$ cat config.mk
export PLATFORM = sky130hd
export DESIGN_NAME = seq_mul
export DESIGN_NICKNAME = d
export VERILOG_FILES = /design/src/rtl/seq_mul_pkg.sv /design/src/rtl/seq_mul_cu.sv /design/src/rtl/seq_mul.sv
export SDC_FILE = /design/constraint.sdc
export NUM_CORES = 1
export LEC_CHECK = 0
export CAP_MARGIN = 20
export CORE_UTILIZATION = 30
export DETAILED_ROUTE_END_ITERATION = 7
export DONT_BUFFER_PORTS = 1
export GPL_TIMING_DRIVEN = 0
export PLACE_DENSITY = 0.51
export SETUP_SLACK_MARGIN = 0.5
export SYNTH_ARGS = -nofsm -noshare
export SYNTH_HDL_FRONTEND = slang
export SYNTH_SLANG_ARGS = --single-unit
$ cat constraint.sdc
create_clock -name clk -period 10.29 [get_ports clk]
set_clock_uncertainty 0.1 [all_clocks]
set_input_delay 2.058 -clock clk [delete_from_list [all_inputs] [get_ports clk]]
set_output_delay 2.058 -clock clk [all_outputs]
set_load 0.005 [all_outputs]
$ cat src/rtl/seq_mul_pkg.sv
// Shared definitions for the shift-and-add multiplier: state encoding,
// default operand width and the iteration-counter width derivation.
package seq_mul_pkg;

    typedef enum logic [1:0] {
        IDLE  = 2'd0,
        CHECK = 2'd1,
        ITER  = 2'd2,
        DONE  = 2'd3
    } state_e;

    localparam int unsigned SEQ_MUL_WIDTH = 8;

    function automatic int unsigned seq_mul_cnt_w(input int unsigned width);
        return $clog2(width + 1);
    endfunction

endpackage

$ cat src/rtl/seq_mul_cu.sv
// Control FSM for seq_mul: sequences load, add/shift iterations and DONE.
// SEQ_MUL_EARLY_EXIT_EN: leave ITER once the unconsumed multiplier bits are zero.
module seq_mul_cu
    import seq_mul_pkg::*;
(
    input  logic clk,
    input  logic rst,
    input  logic start,
    input  logic b_lsb,
    input  logic cnt_zero,
    input  logic op_zero,
    input  logic rem_zero,
    output logic ld,
    output logic add_en,
    output logic shift,
    output logic cnt_en,
    output logic fin_zero,
    output logic fin_iter,
    output logic busy,
    output logic valid
);

    state_e state_q, state_d;
    logic   busy_q, busy_d;
    logic   valid_q, valid_d;
    logic   last_step;

    always_comb begin
`ifdef SEQ_MUL_EARLY_EXIT_EN
        last_step = cnt_zero | rem_zero;
`else
        // rem_zero is always set on the final count, so this is the full-count exit
        last_step = cnt_zero & rem_zero;
`endif
        ld       = (state_q == IDLE) && start;
        add_en   = (state_q == ITER) && b_lsb;
        shift    = (state_q == ITER);
        cnt_en   = (state_q == ITER);
        fin_zero = (state_q == CHECK) && op_zero;
        fin_iter = (state_q == ITER) && last_step;

        state_d = state_q;
        busy_d  = busy_q;
        valid_d = 1'b0;
        case (state_q)
            IDLE: begin
                if (start) begin
                    state_d = CHECK;
                    busy_d  = 1'b1;
                end
            end
            CHECK: begin
                if (op_zero) begin
                    state_d = DONE;
                    valid_d = 1'b1;
                end else begin
                    state_d = ITER;
                end
            end
            ITER: begin
                if (last_step) begin
                    state_d = DONE;
                    valid_d = 1'b1;
                end
            end
            DONE: begin
                state_d = IDLE;
                busy_d  = 1'b0;
            end
            default: begin
                state_d = IDLE;
                busy_d  = 1'b0;
            end
        endcase
    end

    always_ff @(posedge clk) begin
        if (rst) begin
            state_q <= IDLE;
            busy_q  <= 1'b0;
            valid_q <= 1'b0;
        end else begin
            state_q <= state_d;
            busy_q  <= busy_d;
            valid_q <= valid_d;
        end
    end

    assign busy  = busy_q;
    assign valid = valid_q;

endmodule

$ cat src/rtl/seq_mul.sv
// Sequential shift-and-add unsigned multiplier datapath with start/busy/valid handshake.
// Optional SEQ_MUL_EARLY_EXIT_EN (in seq_mul_cu) ends iteration once the multiplier is exhausted.
module seq_mul
    import seq_mul_pkg::*;
#(
    parameter int unsigned WIDTH = SEQ_MUL_WIDTH,
    parameter int unsigned CNT_W = seq_mul_cnt_w(WIDTH)
) (
    input  logic                 clk,
    input  logic                 rst,
    input  logic                 start,
    input  logic [WIDTH-1:0]     a_in,
    input  logic [WIDTH-1:0]     b_in,
    output logic                 busy,
    output logic                 valid,
    output logic                 zero,
    output logic [2*WIDTH-1:0]   product
);

    localparam logic [WIDTH-1:0] ONES = '1;

    logic [WIDTH-1:0]   a_q, a_d;
    logic [WIDTH-1:0]   b_q, b_d;
    logic [WIDTH-1:0]   acc_q, acc_d;
    logic [CNT_W-1:0]   cnt_q, cnt_d;
    logic [2*WIDTH-1:0] product_q, product_d;
    logic               zero_q, zero_d;

    logic [WIDTH:0]     sum;
    logic [WIDTH-1:0]   acc_s, b_s;
    logic [CNT_W-1:0]   rem_cnt;
    logic [2*WIDTH-1:0] full_s;

    logic ld, add_en, shift, cnt_en, fin_zero, fin_iter;
    logic b_lsb, cnt_zero, op_zero, rem_zero;

    seq_mul_cu u_cu (
        .clk      (clk),
        .rst      (rst),
        .start    (start),
        .b_lsb    (b_lsb),
        .cnt_zero (cnt_zero),
        .op_zero  (op_zero),
        .rem_zero (rem_zero),
        .ld       (ld),
        .add_en   (add_en),
        .shift    (shift),
        .cnt_en   (cnt_en),
        .fin_zero (fin_zero),
        .fin_iter (fin_iter),
        .busy     (busy),
        .valid    (valid)
    );

    always_comb begin
        // One step: optional add into the carry-extended accumulator, then shift {carry,ACC,B} right
        sum     = {1'b0, acc_q} + (add_en ? {1'b0, a_q} : '0);
        acc_s   = sum[WIDTH:1];
        b_s     = {sum[0], b_q[WIDTH-1:1]};
        rem_cnt = cnt_q - CNT_W'(1);
        full_s  = {acc_s, b_s};

        b_lsb    = b_q[0];
        cnt_zero = (cnt_q == CNT_W'(1));
        op_zero  = (a_q == '0) || (b_q == '0);
        // Low rem_cnt bits of B are the multiplier bits still to be consumed
        rem_zero = ((b_s & ~(ONES << rem_cnt)) == '0);

        a_d       = a_q;
        b_d       = b_q;
        acc_d     = acc_q;
        cnt_d     = cnt_q;
        product_d = product_q;
        zero_d    = zero_q;

        if (ld) begin
            a_d    = a_in;
            b_d    = b_in;
            acc_d  = '0;
            cnt_d  = CNT_W'(WIDTH);
            zero_d = 1'b0;
        end
        if (shift) begin
            acc_d = acc_s;
            b_d   = b_s;
        end
        if (cnt_en) begin
            cnt_d = rem_cnt;
        end
        if (fin_zero) begin
            product_d = '0;
            zero_d    = 1'b1;
        end
        if (fin_iter) begin
            product_d = full_s >> rem_cnt;
        end
    end

    always_ff @(posedge clk) begin
        if (rst) begin
            a_q       <= '0;
            b_q       <= '0;
            acc_q     <= '0;
            cnt_q     <= '0;
            product_q <= '0;
            zero_q    <= 1'b0;
        end else begin
            a_q       <= a_d;
            b_q       <= b_d;
            acc_q     <= acc_d;
            cnt_q     <= cnt_d;
            product_q <= product_d;
            zero_q    <= zero_d;
        end
    end

    assign product = product_q;
    assign zero    = zero_q;

endmodule

---- Word level (Yosys, flattened, before mapping) ----
Index checks and enable logic that the tools add are counted.
word-level totals
  bits in registers ....................... 49
  output and inout bits ................... 19
  logic and storage cells ................. 57
cells by class
  $add $sub $neg .......................... 2
  eq/ne operators ......................... 6
  shifts and indexed selects .............. 2
  mux-type cells .......................... 20
  bitwise logic cells ..................... 3
  reduce and logical (&&, ||, !) cells .... 15
operators by type and width
  kind                                                                count
  8-bit two-way mux                                                   5
  16-bit two-way mux                                                  2
  8-bit logical NOT                                                   3
  16-bit by 4-bit >> shifter with 16-bit output                       1
  8-bit by 8-bit adder with 9-bit output                              1
  8-bit bitwise AND                                                   1
  4-bit two-way mux                                                   2
  8-bit NOT                                                           1
  2-bit one-hot mux with 4 select lines                               1
  2-bit nonzero test                                                  4
  8-bit by 4-bit << shifter with 8-bit output, first input constant   1
  1-bit two-way mux                                                   6
  2-bit == test, second input constant                                2
  4-bit by 1-bit == test with 1-bit output, second input constant     1
  1-bit logical AND                                                   4
  2-bit two-way mux                                                   2
  1-bit one-hot mux with 2 select lines                               2
  2-bit AND reduction                                                 2
  4-bit by 1-bit subtractor with 4-bit output, second input constant  1
  2-bit by 1-bit == test with 1-bit output, second input constant     1
  2-bit logical NOT                                                   1
  2-bit by 1-bit != test with 1-bit output, second input constant     1
  2-bit != test, second input constant                                1
  1-bit bitwise AND                                                   1
  1-bit logical OR                                                    1

---- Logic depth before layout (Yosys ltp) ----
  word-level depth ........................ 9
  mapped depth ............................ 14
  gate-level depth less buffers ........... 12

---- By module ----
From an unflattened synthesis, not the netlist that was laid out.
second synthesis, totals
  cells, all modules ...................... 411
  area, all modules ....................... 3,382.0 µm²
by module, submodules not included
  module      times used  cells an instance  area each (µm²)
  seq_mul     1           380                3,104.2
  seq_mul_cu  1           31                 277.8

---- Least setup slack after synthesis ----
OpenSTA, ideal clock, no wires.
  path type ............................... register to register
  start ................................... register u_cu.state_q[0]
  end ..................................... register product_q[10], in the netlist product[10]
  library setup time ...................... 0.117 ns
  arrival time ............................ 3.314 ns
  data required time ...................... 10.073 ns
  setup slack ............................. 6.759 ns
  cell stages (with the launch flop) ...... 14
  buffers on the path ..................... 2
  period minus slack after synthesis ...... 3.531 ns
  path through ............................ dfxtp_1 inv_1 ha_1 clkbuf_1 clkbuf_1 and3_1 ha_1 fa_1 a21o_1 a211oi_1 nor2_1 mux4_2 mux2_2 a22o_1
between the ends
  longest elaborated chain between the ends .. 9
  elaborated cells on any way between the ends .. 13
RTL lines
  item                                                      line                                source
  from (decl)                                               seq_mul_cu.sv:23                    state_e state_q, state_d;
  from (signal assigned)                                    seq_mul_cu.sv:83                    state_q <= state_d;
  2-bit == test                                             seq_mul_cu.sv:36, seq_mul_cu.sv:40
  1-bit logical AND                                         seq_mul_cu.sv:36                    add_en = (state_q == ITER) && b_lsb;
  8-bit two-way mux                                         seq_mul.sv:57                       sum = {1'b0, acc_q} + (add_en ? {1'b0, a_q} : '0);
  8-bit by 8-bit adder with 9-bit output                    seq_mul.sv:57
  8-bit bitwise AND                                         seq_mul.sv:67                       rem_zero = ((b_s & ~(ONES << rem_cnt)) == '0);
  8-bit logical NOT                                         seq_mul.sv:67
  1-bit bitwise AND                                         seq_mul_cu.sv:33                    last_step = cnt_zero & rem_zero;
  1-bit logical AND                                         seq_mul_cu.sv:40                    fin_iter = (state_q == ITER) && last_step;
  16-bit two-way mux or 2-bit nonzero test (tied branches)  n/a
  to (signal assigned)                                      seq_mul.sv:112                      product_q <= product_d;
  to (decl)                                                 seq_mul.sv:26                       logic [2*WIDTH-1:0] product_q, product_d;
Several ways; a longest one is shown, not always the timed one.
A chain may end at the register's enable or synchronous reset.

---- Worst setup path in the final report ----
Same ends and word-level chain as after synthesis.

==> results.toml <==
[setup_path]
crit_path_end_kind = "flop"
critPathLaunchType = "flop"
critPathKind = "reg -> reg"
arrival_ns = 4.27
required_ns = 10.40
slowest_stage = "mux4_2"
critPathMaxFanout = 10
critPathMaxStageDelay_ns = 0.53
timing.critical_path.cells = "inv_1 -> ha_1 -> clkbuf_1 -> clkbuf_1 -> and3_1 -> ha_1 -> clkbuf_1 -> and2_1 -> nor4_1 -> a21bo_2 -> nor2_1 -> mux4_2 -> mux2_2 -> a22o_1"
r2r_slack_ns = 6.13
cp_common_cell = "clkbuf_1"

[sta]
hold_violations = 0
whs_ns = 0.378
report.final.slew_viol_count = 0
setup_tns_ns = 0
worst_pin_slew_ns = 1.02
max_slew_margin_pct = 31.2
fin_crit_sh_pct = 40.4
rsz0062_at_grt = "false"
fmaxAchievable_ghz = 0.241
setup_violations = 0
layout_min_cycle_time_ns = 4.16

[floorplanning]
start_util_pct = 31.2
die_x_um = 106
coreArea_mm2 = 0.0104
io_pins = 38
die_height_um = 106
die_area_mm2 = 0.0112
rows = 37

[placed_design]
hpwl_um = 7450
gp_congestion = 0.825
port_buffers = 0

[routing]
firstDrtPassIters = 5
viasPerCell = 5.50
drt-total-wl_um = 9510
drc = 0
first_iter_violations = 166
wl_per_cell_um = 16.8
num_vias = 3112
ant_nets = 0

[finish]
drive_gt1_share_pct = 7.67
n_antenna_cell = 0
final.fill_count = 1147
layout.nets = 465
area_delta_synth_final_pct = 8.28

[grt]
grt_pass1_vias = 2900
antenna_found_initial = 0
grt_pass1_wl_um = 15400
grt_max_degree = 19
grt_overflow_total = 0
grt_use_total_pct = 17.5

[yosys]
netlist.area_leader.share_pct = 30.3
synth.avg_cell_area_um2 = 7.67
synthTopCellsByArea = "dfxtp_1 (30%), a21oi_1 (7.7%), nand2_1 (7.7%), ha_1 (6.2%), nor2_1 (5.9%)"
async_flop_share_pct = 0
syn-cell-area_mm2 = 0.00324
yosysUniqueCellTypes = 65
yosysWarnings = 0
yosys_register_bits = 49
yosysSeqAreaShare_pct = 30.3
synth_edf_count = 0
yosysTopAreaCell = "dfxtp_1"
synth_cells = 422
synthFlopType = "dfxtp_1"
synthesis.nets = 458

[clock_network]
htree_levels = 2
postCtsSetupBuffers = 0
cts_root_buffer = "clkbuf_8"
cts_buffers = 5
clock-sinks = 49
cts_resized = 0
clk_pin_slew_ns = 0.11
cts_tree = "built"
ctsHoldBuffers = 0
cts.path.max_buffers = 2
clkLatencyLatePin_ns = 0.31

[power_and_ir_drop]
power_density_mw_per_mm2 = 229
p_leak_nw = 1.37
irDropWorstVdd_v = 0.000114

[run_status]
status = "complete, no violations"

[worst_hold_path]
hold_class = "reg -> reg"

[flow_run]
maxCapViolations = 0
==> power by group <==
group          leakage (nW)  switching [W]  internal [W]  total, W
clock                0.0506      0.0000764     0.0000511  0.000127
sequential            0.398      0.0000284      0.000216  0.000244
combinational         0.926       0.000287      0.000142  0.000429
total                  1.37       0.000392      0.000409  0.000801
==> placed cells by master, fill, tap and decap left out, types with 5 or more instances in the layout <==
master | synthesis | final
inv_1 | 9 | 9
nand2_1 | 66 | 66
nor2_1 | 51 | 51
nor3_1 | 9 | 9
a21oi_1 | 50 | 50
clkbuf_1 | 15 | 15
and3_1 | 10 | 10
o21ai_0 | 16 | 16
clkbuf_8 | 0 | 5
ha_1 | 16 | 16
dfxtp_1 | 49 | 49
nand3_1 | 9 | 9
and2_1 | 6 | 6
nor4_1 | 5 | 5
a31oi_1 | 7 | 7
mux2i_1 | 10 | 10
==> final cells by class <==
class / count / area [µm²] / share of cell area (%)
Tap cell: 136 / 170 / 4.86
Clock inverter: 3 / 28.8 / 0.821
Buffer: 24 / 103 / 2.93
Multi-Input combinational cell: 339 / 2110 / 60.4
Sequential cell: 49 / 981 / 28.0
Inverter: 10 / 37.5 / 1.07
Clock buffer: 5 / 68.8 / 1.96
==> critical path: cells and delay by family (launching register included) <==
kind | cells | cell delay, ns
muxes | 2 | 0.82
DFF | 1 | 0.35
and+or+nand+nor | 4 | 0.73
buffers and inverters | 4 | 1.09
AOI/OAI and AO/OA | 2 | 0.40
adders and majority gates | 2 | 0.54
==> metrics by stage <==
step	instance area (µm²)	utilization, %	instances	power (W)	setup WS (ns)
after floorplan	3240	-	422	0.000562	6.76
after global placement	3410	32.8	558	0.000669	6.28
after detailed placement	3410	32.8	558	0.000672	6.21
after CTS	3500	33.8	566	0.000802	6.16
after global routing	3500	33.8	566	0.000863	5.82
final	3500	33.8	566	0.000801	6.13
==> cell usage after synthesis (4+ instances only) <==
library cell	instances
a32oi_1	4
nor2_1	51
o21ai_0	16
mux2_2	4
and2_1	6
nand2_1	66
xnor2_1	4
nor3_1	9
clkbuf_1	15
buf_2	4
a31oi_1	7
inv_1	9
dfxtp_1	49
nor4_1	5
a21oi_1	50
buf_1	4
and3_1	10
xor2_1	4
ha_1	16
mux2i_1	10
nand3_1	9
a21o_1	4
==> path summary, 6_finish.rpt <==
check / startpoint / end / depth (start not counted)
max: u_cu.state_q[0] / product[10] / 14
min: a_q[0] / a_q[0] / 2
min reg2reg: a_q[0] / a_q[0] / 2
max reg2reg: u_cu.state_q[0] / product[10] / 14
==> cell families after synthesis <==
family,share of synthesized area (%)
and+or+nand+nor,25.8
adders and majority gates,6.81
muxes,5.88
xor gates and xnor gates,2.17
buffers and inverters,4.33
DFF,30.3
AOI/OAI and AO/OA,24.7
==> state kept, by name, summed over array words and instances, names as in the netlist <==
name / count
zero: 1
product: 16
cnt_q: 4
b_q: 8
u_cu.busy: 1
acc_q: 8
a_q: 8
u_cu.state_q: 2
u_cu.valid: 1
==> per-layer routing <==
metal	share of wire, %	vias to the layer above	track usage, %
met5	0	-	0
met4	3.1	0	6.45
met3	4.7	24	3.34
met2	44	70	27.6
met1	48	1474	23.5
li1	-	1544	-
Power figures use the tool's default switching activity.
